### config.mk
export PLATFORM = sky130hd
export DESIGN_NAME = mem_access_ctrl_flat
export DESIGN_NICKNAME = d
export VERILOG_FILES = /design/src/rtl/mem_access_ctrl_if.sv /design/src/rtl/mem_access_ctrl.sv /design/src/flat_wrapper.sv
export SDC_FILE = /design/constraint.sdc
export NUM_CORES = 1
export LEC_CHECK = 0
export CAP_MARGIN = 20
export CORE_AREA = 2 2 104 106
export CTS_CLUSTER_DIAMETER = 120
export CTS_CLUSTER_SIZE = 30
export DETAILED_ROUTE_END_ITERATION = 8
export DIE_AREA = 0 0 106 108
export PLACE_DENSITY = 0.84
export SYNTH_ARGS = -nofsm -noshare
export SYNTH_HDL_FRONTEND = slang
export SYNTH_SLANG_ARGS = --single-unit
### constraint.sdc
create_clock -name clk -period 2.93 [get_ports clk]
set_input_delay 0.586 -clock clk [delete_from_list [all_inputs] [get_ports clk]]
set_output_delay 0.586 -clock clk [all_outputs]
set_load 0.02 [all_outputs]
### src/rtl/mem_access_ctrl_if.sv
// mem_access_ctrl_if
//   Data-RAM bus between the MEM-stage access controller and the data memory.
//   One request is outstanding at a time: the master holds ram_en and all
//   request fields stable until the slave answers with ram_ready.
//
//   Signals
//     ram_en          master -> slave  bus request
//     ram_write_en    master -> slave  per-byte write strobes (0000 = read)
//     ram_addr        master -> slave  word-aligned byte address
//     ram_write_data  master -> slave  lane-steered store data
//     ram_ready       slave -> master  completion, meaningful only while ram_en=1
//     ram_read_data   slave -> master  read word, valid on the ram_ready cycle
//
//   Modports: master (access controller), slave (memory model / RAM wrapper).
interface mem_access_ctrl_if #(
  parameter int ADDR_W = 32,
  parameter int DATA_W = 32
) ();
  logic              ram_en;
  logic [3:0]        ram_write_en;
  logic [ADDR_W-1:0] ram_addr;
  logic [DATA_W-1:0] ram_write_data;
  logic              ram_ready;
  logic [DATA_W-1:0] ram_read_data;

  modport master (
    output ram_en, ram_write_en, ram_addr, ram_write_data,
    input  ram_ready, ram_read_data
  );

  modport slave (
    input  ram_en, ram_write_en, ram_addr, ram_write_data,
    output ram_ready, ram_read_data
  );
endinterface

### src/rtl/mem_access_ctrl.sv
// mem_access_ctrl
//   MEM-stage sequencer for the data-memory port. Accepts the per-instruction
//   memory control carried down from ID, runs exactly one handshaked access on
//   the data-RAM bus, stalls the pipeline until it completes, steers store
//   bytes onto the right lanes and extracts/extends load bytes.
//
//   FSM: IDLE -> BUSY (bus request held) -> DONE (result presented) -> IDLE.
//
//   Ports
//     clk, rst            clock, synchronous active-high reset
//     flush               blocks the start of a new access
//     mem_read_flag       load (lb, lbu, lw)
//     mem_write_flag      store (sb, sw); wins when both flags are set
//     mem_sign_ext_flag   sign-extend loaded byte (lb)
//     mem_sel             0001 byte, 1111 word, anything else no access
//     mem_addr            effective byte address
//     mem_write_data      store data (low byte for sb)
//     stall_req           hold the earlier pipeline stages
//     load_data           extended load result (registered)
//     load_valid          load_data valid, high only in DONE for live loads
//     addr_err            misaligned word access refused (alignment build only)
//     ram                 data-RAM bus, master side
//
//   Build option: define MEM_ALIGN_CHECK_EN to refuse word accesses whose
//   address is not word aligned and to expose addr_err. Without it the low
//   address bits are ignored for words and the aligned word is accessed.
module mem_access_ctrl #(
  parameter int ADDR_W = 32,
  parameter int DATA_W = 32
) (
  input  logic              clk,
  input  logic              rst,
  input  logic              flush,
  input  logic              mem_read_flag,
  input  logic              mem_write_flag,
  input  logic              mem_sign_ext_flag,
  input  logic [3:0]        mem_sel,
  input  logic [ADDR_W-1:0] mem_addr,
  input  logic [DATA_W-1:0] mem_write_data,
  output logic              stall_req,
  output logic [DATA_W-1:0] load_data,
  output logic              load_valid,
`ifdef MEM_ALIGN_CHECK_EN
  output logic              addr_err,
`endif
  mem_access_ctrl_if.master ram
);

  typedef enum logic [1:0] {
    IDLE = 2'd0,
    BUSY = 2'd1,
    DONE = 2'd2
  } state_t;

  state_t            state_q;
  logic              ram_en_q;
  logic [3:0]        ram_we_q;
  logic [ADDR_W-1:0] ram_addr_q;
  logic [DATA_W-1:0] ram_wd_q;
  logic              write_q;     // latched access is a store
  logic              word_q;      // latched access is a word access
  logic              sign_q;      // latched sign-extend flag
  logic [1:0]        addr_lo_q;   // byte lane of the latched access
  logic              flushed_q;   // flush seen while the bus cycle was open
  logic [DATA_W-1:0] load_data_q;
  logic              load_valid_q;

  // Request decode
  logic              sel_byte;
  logic              sel_word;
  logic              access_ok;
  logic              start;
  logic [3:0]        we_d;
  logic [DATA_W-1:0] wd_d;
  logic [ADDR_W-1:0] addr_d;

  assign sel_byte = (mem_sel == 4'b0001);
  assign sel_word = (mem_sel == 4'b1111);

  // A live memory instruction with a legal size select, not being flushed.
  // Reset also suppresses it so stall_req reads 0 while rst is held.
  assign access_ok = (mem_read_flag | mem_write_flag) & (sel_byte | sel_word)
                   & ~flush & ~rst;

`ifdef MEM_ALIGN_CHECK_EN
  logic misaligned;
  assign misaligned = sel_word & (mem_addr[1:0] != 2'b00);
  assign start      = (state_q == IDLE) & access_ok & ~misaligned;
  assign addr_err   = (state_q == IDLE) & access_ok & misaligned;
`else
  assign start      = (state_q == IDLE) & access_ok;
`endif

  // Store steering: bytes are replicated to every lane and the strobe picks
  // the one addressed; words go straight through. Reads carry no strobes.
  always_comb begin
    we_d = 4'b0000;
    wd_d = mem_write_data;
    if (sel_byte) begin
      wd_d = {4{mem_write_data[7:0]}};
      if (mem_write_flag) begin
        we_d = 4'b0001 << mem_addr[1:0];
      end
    end else if (mem_write_flag) begin
      we_d = 4'b1111;
    end
  end

  assign addr_d = {mem_addr[ADDR_W-1:2], 2'b00};

  // Load extraction from the live read word, captured on the ram_ready cycle.
  logic [7:0]        lane;
  logic [DATA_W-1:0] load_ext;

  always_comb begin
    lane     = ram.ram_read_data[{addr_lo_q, 3'b000} +: 8];
    load_ext = {{(DATA_W-8){1'b0}}, lane};
    if (word_q) begin
      load_ext = ram.ram_read_data;
    end else if (sign_q) begin
      load_ext = {{(DATA_W-8){lane[7]}}, lane};
    end
  end

  // Single sequential block: state plus every registered output.
  always_ff @(posedge clk) begin
    if (rst) begin
      state_q      <= IDLE;
      ram_en_q     <= 1'b0;
      ram_we_q     <= 4'b0000;
      ram_addr_q   <= '0;
      ram_wd_q     <= '0;
      write_q      <= 1'b0;
      word_q       <= 1'b0;
      sign_q       <= 1'b0;
      addr_lo_q    <= 2'b00;
      flushed_q    <= 1'b0;
      load_data_q  <= '0;
      load_valid_q <= 1'b0;
    end else begin
      case (state_q)
        IDLE: begin
          load_valid_q <= 1'b0;
          if (start) begin
            state_q    <= BUSY;
            ram_en_q   <= 1'b1;
            ram_we_q   <= we_d;
            ram_addr_q <= addr_d;
            ram_wd_q   <= wd_d;
            write_q    <= mem_write_flag;
            word_q     <= sel_word;
            sign_q     <= mem_sign_ext_flag;
            addr_lo_q  <= mem_addr[1:0];
            flushed_q  <= 1'b0;
          end
        end

        BUSY: begin
          // A flush never aborts the bus cycle; it only hides the result.
          if (flush) begin
            flushed_q <= 1'b1;
          end
          if (ram.ram_ready) begin
            state_q      <= DONE;
            ram_en_q     <= 1'b0;
            ram_we_q     <= 4'b0000;
            if (!write_q) begin
              load_data_q <= load_ext;
            end
            load_valid_q <= ~write_q & ~flushed_q & ~flush;
          end
        end

        DONE: begin
          // The pipeline advances this cycle, so never reissue.
          state_q      <= IDLE;
          load_valid_q <= 1'b0;
        end

        default: begin
          state_q      <= IDLE;
          ram_en_q     <= 1'b0;
          load_valid_q <= 1'b0;
        end
      endcase
    end
  end

  assign stall_req          = start | (state_q == BUSY);
  assign load_data          = load_data_q;
  assign load_valid         = load_valid_q;
  assign ram.ram_en         = ram_en_q;
  assign ram.ram_write_en   = ram_we_q;
  assign ram.ram_addr       = ram_addr_q;
  assign ram.ram_write_data = ram_wd_q;

endmodule
### src/flat_wrapper.sv
// flat-port wrapper written by rule: the top's interface ports become plain ports
module mem_access_ctrl_flat 
#(
  parameter int ADDR_W = 32,
  parameter int DATA_W = 32
)
  (clk, rst, flush, mem_read_flag, mem_write_flag, mem_sign_ext_flag, mem_sel, mem_addr, mem_write_data, stall_req, load_data, load_valid, ram_ram_en, ram_ram_write_en, ram_ram_addr, ram_ram_write_data, ram_ram_ready, ram_ram_read_data);
  mem_access_ctrl_if #(.ADDR_W(ADDR_W), .DATA_W(DATA_W)) ram_i ();
  input  logic clk;
  input  logic rst;
  input  logic flush;
  input  logic mem_read_flag;
  input  logic mem_write_flag;
  input  logic mem_sign_ext_flag;
  input  logic [3:0] mem_sel;
  input  logic [ADDR_W-1:0] mem_addr;
  input  logic [DATA_W-1:0] mem_write_data;
  output logic stall_req;
  output logic [DATA_W-1:0] load_data;
  output logic load_valid;
  output wire logic [$bits(ram_i.ram_en)-1:0] ram_ram_en;
  output wire logic [$bits(ram_i.ram_write_en)-1:0] ram_ram_write_en;
  output wire logic [$bits(ram_i.ram_addr)-1:0] ram_ram_addr;
  output wire logic [$bits(ram_i.ram_write_data)-1:0] ram_ram_write_data;
  input wire logic [$bits(ram_i.ram_ready)-1:0] ram_ram_ready;
  input wire logic [$bits(ram_i.ram_read_data)-1:0] ram_ram_read_data;
  assign ram_ram_en = ram_i.ram_en;
  assign ram_ram_write_en = ram_i.ram_write_en;
  assign ram_ram_addr = ram_i.ram_addr;
  assign ram_ram_write_data = ram_i.ram_write_data;
  assign ram_i.ram_ready = ram_ram_ready;
  assign ram_i.ram_read_data = ram_ram_read_data;
  mem_access_ctrl #(.ADDR_W(ADDR_W), .DATA_W(DATA_W)) u_core (.clk(clk), .rst(rst), .flush(flush), .mem_read_flag(mem_read_flag), .mem_write_flag(mem_write_flag), .mem_sign_ext_flag(mem_sign_ext_flag), .mem_sel(mem_sel), .mem_addr(mem_addr), .mem_write_data(mem_write_data), .stall_req(stall_req), .load_data(load_data), .load_valid(load_valid), .ram(ram_i));
endmodule
==> results.yml, run 1 <==
outcome:
  status: "finished, final reports clean"
timing:
  rsz0062_at_grt: "no"
  fmax_mhz: 403
  worst_pin_slew_ns: 0.701
  slew_headroom: 0.533
  hold_violations: 0
  period_share: 0.847
  fin_ws_ns: 0.449
  setup_viol: 0
  finalClockSkew_ns: 0.0158
  setup_tns_ns: 0
  period_needed_ns: 2.48
  fin_hold_ws_ns: 0.465
  slew_violations: 0
clocking:
  cts_root_buf: "clkbuf_8"
  hold_buffers: 0
  cts_tree: "yes"
  cts.sinks: 108
  clk_latency_ns: 0.35
  cts_buffers: 9
  clk_path_buf_depth: 2
  cts.htree.levels: 3
  path_clk_slew_ns: 0.11
global_routing:
  grt_util_met1: 0.264
  grt_pass1_vias: 4573
  grt_pass1_wl_um: 22000
  track_usage: 0.239
  grt_max_degree: 69
  grtUsageMet3: 0.0904
  met2_usage: 0.418
  overflow: 0
  busiest_layer: "met2"
  antenna_found_initial: 0
synthesis:
  synth_edf_count: 0
  yosys_most_used_dff: "dfxtp_1"
  ys_seq_area_frac: 0.486
  syn_area_sq_mm: 0.00445
  synth_cells: 535
  synthDistinctLibCells: 42
  ys_ff_latch: 108
  synthArstFlopShare: 0
  ys_warn_count: 0
  avgSynthCellArea_sq_um: 8.32
worst_setup_path:
  critPathRequiredTime_ns: 2.34
  crit_fanout: 5
  criticalPathCategory: "primary input to primary output"
  setup.worst_path.start_class: "primary input"
  crit_slowest_cell: "clkdlybuf4s50_1"
  reg2reg_from: "u_core.state_q[1]$_SDFFE_PP0P_"
  cp-startpoint: "mem_sel[0]"
  arrival_ns: 1.90
  cp-end-kind: "primary output"
  crit_chain: "clkdlybuf4s50_1 -> nor3b_2 -> buf_4 -> o2111ai_4 -> nand2_1 -> dlymetal6s2s_1"
  max_stage_delay_ns: 0.53
place:
  place_ws_ns: 0.00238
  io_buffers: 207
  dpl.hpwl_um: 10300
  dpl_cell_area_sq_mm: 0.00661
  place_inst: 850
  gp_congestion: 0.856
detailed_routing:
  ant_nets: 0
  wl_per_cell_um: 16.0
  wl_um: 13900
  via_count: 4579
  drc: 0
  dr.pass1.iters: 4
  vias_per_cell: 5.29
  drt_iter0_drc: 188
finish:
  nets: 832
  utilization: 0.665
  multi_input_area_sq_mm: 0.00208
  fill_cells: 858
  area_growth_pct: 52.9
  drive_gt1_frac: 0.0644
  fin_cells: 866
  antenna_cells: 0
  final_area_sq_mm: 0.00681
  seq_area_sq_mm: 0.00216
power_and_ir_drop:
  p_per_area_mw_per_mm2: 393
  comb_power_share: 0.122
  power_mw: 2.67
  p_sw_uw: 660
  intPower_mw: 2.01
  static-leakage-power_nw: 2.20
  p_clk_frac: 0.319
  switching_share: 0.247
  pwr-share-seq: 0.559
  peakVddDrop_mv: 0.261
min_path:
  hp-class: "flop to flop"
  holdCritStartpoint: "u_core.ram.ram_addr[23]$_SDFFE_PP0P_"
floorplanning:
  rows: 37
  die_h_um: 108
  start_util: 0.435
  pin_count: 210
  dieArea_sq_mm: 0.0114
  core_sq_mm: 0.0102
  die_w_um: 106
job:
  cap_violations: 0
[cell families after synthesis]
logic type | synth area share
AO/OA/AOI/OAI | 0.206
buffers and inverters | 0.0529
flip-flops | 0.486
multiplexers | 0.0231
other | 0.000843
AND/OR/NAND/NOR | 0.231
[routing by layer]
metal  share of wire  up-vias  wire length (um)
li1                -     2218                 -
met1            0.38     2123              5280
met2            0.49      216              6740
met3            0.11       22              1480
met4           0.025        0               352
met5               0        -                 0
[power by group through the flow]
stage	Sequential (mW)	Combinational (mW)	Clock [mW]
after CTS	1.49	0.326	0.878
after global placement	1.53	0.319	0
after floorplan	1.55	0.0894	0
after detailed placement	1.53	0.324	0
final	1.49	0.326	0.852
after global routing	1.50	0.347	0.942
[flip-flops by register name, summed over array words and instances, names as in the netlist]
register,cells
u_core.addr_lo_q,2
u_core.ram.ram_en,1
u_core.ram.ram_write_data,32
u_core.write_q,1
u_core.load_data,32
u_core.ram.ram_addr,30
u_core.word_q,1
u_core.flushed_q,1
u_core.load_valid,1
u_core.sign_q,1
u_core.state_q,2
u_core.ram.ram_write_en,4
[layout by cell type (no fill, tap or decap), types with 5 or more instances in the layout]
cell type	n
clkdlybuf4s50_1	205
nand2_1	121
dfxtp_1	108
nor2_1	60
a21oi_1	52
a211oi_1	49
nor3_1	28
buf_4	16
clkbuf_8	10
and2_1	8
mux2i_1	8
o21ai_0	7
a2bb2oi_1	7
o221ai_1	7
nand2b_1	5
[cells in the mapped netlist, drive strengths merged, types with 2 or more instances]
cell type / n / area share
inv: 2 / 0.0017
o21ai: 7 / 0.0079
o221ai: 7 / 0.014
buf: 22 / 0.032
nand2b: 5 / 0.0070
nand2: 121 / 0.10
a21oi: 54 / 0.062
or4b: 2 / 0.0053
or2: 2 / 0.0028
a211oi: 50 / 0.085
nor2: 61 / 0.051
a31oi: 2 / 0.0062
dfxtp: 108 / 0.49
a2bb2oi: 7 / 0.014
nor3: 28 / 0.031
clkbuf: 23 / 0.019
mux2i: 8 / 0.018
nor2b: 3 / 0.0042
and2: 8 / 0.011
[final timing paths]
path,to,cells after the start,slack (ns)
setup / recovery,stall_req,6,0.45
hold / removal,u_core.ram.ram_addr[23]$_SDFFE_PP0P_,2,0.46
setup reg to reg,u_core.load_data[10]$_SDFFE_PP0P_,5,1.08
hold reg to reg,u_core.ram.ram_addr[23]$_SDFFE_PP0P_,2,0.46
[worst max-delay path: cells and delay by family]
family | cells | cell delay (ns)
buffers and inverters | 3 | 0.90
AO/OA/AOI/OAI | 1 | 0.12
AND/OR/NAND/NOR | 2 | 0.29
[timing repair]
action,4_1_cts,5_1_grt
hold endpoints to repair,0,0
endpoints found under the setup margin,1,1
gates resized for setup,1,1
buffers inserted,0,0
gates cloned,0,0
[layout make-up]
cell class	count	area share
Inverter	2	0.00110
Timing Repair Buffer	223	0.324
Clock inverter	6	0.00680
Tap cell	136	0.0250
Sequential cell	108	0.318
Multi-Input combinational cell	381	0.305
Clock buffer	10	0.0202
Power figures use the tool's default switching activity.
==> run 2: changes to the inputs <==
Settings changed: CORE_AREA 2 2 104 106 to 2 2 113 115, DIE_AREA 0 0 106 108 to 0 0 115 117, PLACE_DENSITY 0.84 to 0.75.
Clock period 2.93 ns to 2.1 ns, I/O delays scaled along.
==> run 2 against run 1 <==
Global-route usage is 2.8 points lower. First-iteration DRC count is 100% higher. Wire length is 5.8% higher. Critical path type unchanged. Critical endpoint unchanged.
==> results.yml, run 2 (synthesis results as in run 1) <==
min_path:
  hold_path_depth: 3
  hp-class: "primary input to flop"
  holdCritStartpoint: "rst"
  hold_end: "u_core.addr_lo_q[1]$_SDFFE_PP0P_"
floorplanning:
  core_sq_mm: 0.0123
  die_w_um: 115
  dieArea_sq_mm: 0.0135
  start_util: 0.361
  pin_count: 210
  rows: 41
  die_h_um: 117
worst_setup_path:
  cp-end-kind: "primary output"
  rrSetupSlack_ns: 0.44
  critPathRequiredTime_ns: 1.68
  reg2reg_from: "u_core.addr_lo_q[1]$_SDFFE_PP0P_"
  criticalPathCategory: "primary input to primary output"
  setup.worst_path.start_class: "primary input"
  reg2reg_depth: 4
  arrival_ns: 1.60
  cp-startpoint: "mem_sel[2]"
  crit_fanout: 3
  r2r-end: "u_core.load_data[21]$_SDFFE_PP0P_"
clocking:
  hold_buffers: 0
  cts.htree.levels: 3
  cts_buffers: 9
  clk_path_buf_depth: 2
  cts_root_buf: "clkbuf_16"
  cts_setup_buffers: 0
  cts_tree: "yes"
  cts.sinks: 108
  path_clk_slew_ns: 0.07
  clk_latency_ns: 0.34
place:
  io_buffers: 207
  gp_congestion: 0.917
  place_ws_ns: -0.391
  dpl.hpwl_um: 10800
detailed_routing:
  via_count: 4624
  drc: 0
  dr.pass1.iters: 4
  drt_iter0_drc: 384
  wl_um: 14700
  ant_nets: 0
  vias_per_cell: 5.17
  wl_per_cell_um: 16.4
timing:
  period_needed_ns: 2.02
  fin_ws_ns: 0.0767
  period_share: 0.963
  setup_tns_ns: 0
  rsz0062_at_grt: "no"
  worst_pin_slew_ns: 0.688
  setup_viol: 0
  slew_headroom: 0.541
  finalClockSkew_ns: 0.00805
  hold_violations: 0
  slew_violations: 0
  fmax_mhz: 494
global_routing:
  overflow: 0
  grt_pass1_wl_um: 22300
  grt_pass1_vias: 4553
  antenna_found_initial: 0
  grt_max_degree: 69
  track_usage: 0.211
finish:
  drive_gt1_frac: 0.0846
  nets: 847
  area_growth_pct: 59.5
  final_common_cell: "clkdlybuf4s50_1"
  antenna_cells: 0
  fill_cells: 1114
  final_cell_mix: "clkdlybuf4s50_1 (204), nand2_1 (121), dfxtp_1 (108), nor2_1 (60), a21oi_1 (52)"
power_and_ir_drop:
  peakVddDrop_mv: 0.546
  static-leakage-power_nw: 2.35
  p_per_area_mw_per_mm2: 614
job:
  cap_violations: 0
outcome:
  status: "finished, final reports clean"
run 2: area by class of cell:
cell class	instances	area, sq um	area share
repair buffers	238	2340	0.330
flip-flops and latches	108	2160	0.305
multi-input cells	381	2080	0.293
clock buffers	10	229	0.0323
well taps	150	188	0.0264
clock inverters	6	87.6	0.0123
inverters	2	7.51	0.00106
run 2: how the worst max path moves through the flow:
stage | slack [ns] | to | cells past startpoint
after floorplan | 0.33 | stall_req | 4
after global placement | -0.36 | stall_req | 6
after detailed placement | -0.39 | stall_req | 6
after CTS | 0.08 | stall_req | 6
after global routing | 0.01 | stall_req | 6
final | 0.08 | stall_req | 6
run 2: where the power goes:
part / switching, mW / internal (mW)
logic: 0.198 / 0.274
registers: 0.0135 / 2.07
clock network: 0.756 / 1.05
total: 0.968 / 3.39
run 2: through the flow:
stage / util / hold WS [ns] / area (sq um) / std cells / power, mW
5_1_grt: 0.576 / 0.452 / 7100 / 895 / 4.50
3_3_place_gp: 0.550 / 0.441 / 6770 / 879 / 2.59
6_report: 0.576 / 0.451 / 7100 / 895 / 4.36
2_1_floorplan: - / 0.471 / 4450 / 536 / 2.28
4_1_cts: 0.576 / 0.431 / 7090 / 895 / 4.40
3_5_place_dp: 0.550 / 0.448 / 6770 / 879 / 2.60
run 2: per-layer routing:
layer | track usage | vias to the layer above | share of wire
met4 | 0.0876 | 0 | 0.024
li1 | - | 2249 | -
met2 | 0.367 | 213 | 0.47
met5 | 0 | - | 0
met1 | 0.236 | 2139 | 0.40
met3 | 0.0736 | 23 | 0.098
run 2: worst max-delay path: stages:
cell             delay [ns]
clkdlybuf4s50_1        0.47
nor3_2                 0.21
buf_4                  0.15
o2111ai_4              0.11
nand2_1                0.08
buf_2                  0.16
run 2: timing repair:
action | in CTS | in global routing
gates resized for setup | 6 | 3
setup endpoints to repair | 1 | 34
pin swaps | 1 | 3
==> run 3: changes to the inputs <==
Settings changed: ABC_AREA set to 1, CORE_AREA 2 2 113 115 to 2 2 125 127, DIE_AREA 0 0 115 117 to 0 0 127 129, PLACE_DENSITY 0.75 to unset.
==> run 3 against run 2 <==
Global-route usage decreased by 2.6 points. Critical path depth increased by 2. Cell count increased by 9.2%. Largest cell class unchanged. Combinational power decreased by 2%. Fmax about the same. Hold slack improved by 0.016 ns.
==> results.yml, run 3 <==
outcome:
  status: "finished, final reports clean"
floorplanning:
  die_h_um: 129
  core_sq_mm: 0.0150
  dieArea_sq_mm: 0.0164
  rows: 45
  start_util: 0.296
  die_w_um: 127
  pin_count: 210
synthesis:
  synth_most_common_cell: "a21oi_1"
  synth_edf_count: 0
  yosys.area_share.simple: 0.203
  yosys_most_used_dff: "dfxtp_1"
  synth_top_family_by_area: "compound AO/OA/AOI/OAI gates"
  syn_area_sq_mm: 0.00444
  synth_compound_area_frac: 0.240
  synth.area.top_cells: "dfxtp_1 (49%), a21oi_1 (18%), nand2_1 (10%)"
  synth_mux_area_frac: 0
  synth_cells: 597
  synth_top_area_share: 0.487
  ys_seq_area_frac: 0.487
  ys_ff_latch: 108
  synthArstFlopShare: 0
  synth_commonest_cells: "a21oi_1 (156), nand2_1 (118), dfxtp_1 (108), o21ai_0 (54), nand3_1 (50)"
  synthDistinctLibCells: 25
  avgSynthCellArea_sq_um: 7.43
  synth_top_cell_by_area: "dfxtp_1"
  yosys.area_share.xor_xnor: 0
  ys_warn_count: 0
  synth_fa_ha_area_frac: 0
timing:
  slew_headroom: 0.471
  period_share: 0.964
  worst_pin_slew_ns: 0.794
  slew_violations: 0
  finalClockSkew_ns: 0.00506
  rsz0062_at_grt: "no"
  hold_violations: 0
  setup_viol: 0
  period_needed_ns: 2.02
  fin_hold_ws_ns: 0.467
  fmax_mhz: 494
finish:
  nets: 892
  antenna_cells: 0
  final_common_cell: "clkdlybuf4s50_1"
  drive_gt1_frac: 0.0570
  final_cell_mix: "clkdlybuf4s50_1 (205), a21oi_1 (156), nand2_1 (118), dfxtp_1 (108), o21ai_0 (54)"
  final_area_sq_mm: 0.00700
  fill_cells: 1509
  area_growth_pct: 57.6
global_routing:
  overflow: 0
  grt_pass1_vias: 4681
  track_usage: 0.185
  grt_pass1_wl_um: 24200
  antenna_found_initial: 0
  grt_max_degree: 81
detailed_routing:
  ant_nets: 0
  drc: 0
  wl_per_cell_um: 15.8
  vias_per_cell: 4.97
  dr_wl_met2_um: 7170
  wl_um: 15500
  maxUsedRoutingLayer: "met4"
  drt_iter0_drc: 393
  via_count: 4854
  dr_wl_met3_um: 1230
  dr.pass1.iters: 5
  wl_met1_um: 6780
clocking:
  cts_buffers: 9
  cts_root_buf: "clkbuf_16"
  cts_tree: "yes"
  cts.sinks: 108
  clk_path_buf_depth: 2
  cts.htree.levels: 3
  path_clk_slew_ns: 0.07
  cts_setup_buffers: 0
  clk_latency_ns: 0.34
  hold_buffers: 0
job:
  cap_violations: 0
worst_setup_path:
  cp-end-kind: "primary output"
  crit_fanout: 2
  criticalPathCategory: "primary input to primary output"
  setup.worst_path.start_class: "primary input"
  critPathRequiredTime_ns: 1.68
  arrival_ns: 1.60
place:
  io_buffers: 207
  dpl_cell_area_sq_mm: 0.00669
  dpl.hpwl_um: 11000
  gp_congestion: 0.848
min_path:
  hp-class: "flop to flop"
power_and_ir_drop:
  peakVddDrop_mv: 0.352
  static-leakage-power_nw: 2.60
  p_per_area_mw_per_mm2: 617
[run 3: layer usage]
metal,global-route usage,vias to the layer above
met2,0.299,203
met1,0.237,2245
li1,-,2387
met5,0,-
met4,0.0698,0
met3,0.0524,19
[run 3: logic make-up after synthesis]
kind of cell    Yosys count
simple gates            209
other cells               1
buf+inv                  67
compound gates          212
flops                   108
[run 3: metrics by stage]
| stage | util | worst slack (ns) | TNS, ns | cells | power [mW] |
|---|---|---|---|---|---|
| 3_5_place_dp | 0.447 | -0.386 | -8.74 | 962 | 2.59 |
| 6_report | 0.467 | 0.0754 | 0 | 977 | 4.32 |
| 2_1_floorplan | - | 0.458 | 0 | 598 | 2.29 |
| 4_1_cts | 0.467 | 0.0853 | 0 | 977 | 4.38 |
| 5_1_grt | 0.467 | 0.00323 | 0 | 977 | 4.49 |
| 3_3_place_gp | 0.447 | -0.334 | -5.13 | 962 | 2.59 |
[run 3: power by group]
group	internal, mW	switching, mW	total [mW]	leakage, nW
Clock	1.04	0.737	1.77	0.148
Sequential	2.07	0.0137	2.08	0.871
Combinational	0.256	0.207	0.462	1.58
[run 3: final cells by class]
cell class / count / area (sq um) / area share
multi-input cells: 423 / 1980 / 0.283
well taps: 188 / 235 / 0.0336
flip-flops and latches: 108 / 2160 / 0.309
repair buffers: 224 / 2240 / 0.320
inverters: 19 / 71.3 / 0.0102
clock inverters: 5 / 77.6 / 0.0111
clock buffers: 10 / 229 / 0.0327
[run 3: critical path, stage by stage]
cell and delay, ns:
clkdlybuf4s50_1 0.48, inv_1 0.06, nor2_2 0.13, nand2_2 0.08, nand2_2 0.11, nand3_4 0.07
nand2_1 0.06, buf_2 0.20
[run 3: repair_timing]
item | in CTS | in global routing
endpoints found under the hold margin | 0 | 0
gates resized for setup | 5 | 0
setup endpoints to repair | 1 | 0
[run 3: worst paths after layout]
check	from	end	slack, ns	depth (start not counted)
worst min register to register	u_core.ram.ram_addr[13]$_SDFFE_PP0P_	u_core.ram.ram_addr[13]$_SDFFE_PP0P_	0.47	2
worst min-delay path	u_core.ram.ram_addr[13]$_SDFFE_PP0P_	u_core.ram.ram_addr[13]$_SDFFE_PP0P_	0.47	2
worst max-delay path	mem_sel[0]	stall_req	0.08	8
worst max register to register	u_core.addr_lo_q[0]$_SDFFE_PP0P_	u_core.load_data[0]$_SDFFE_PP0P_	0.39	4
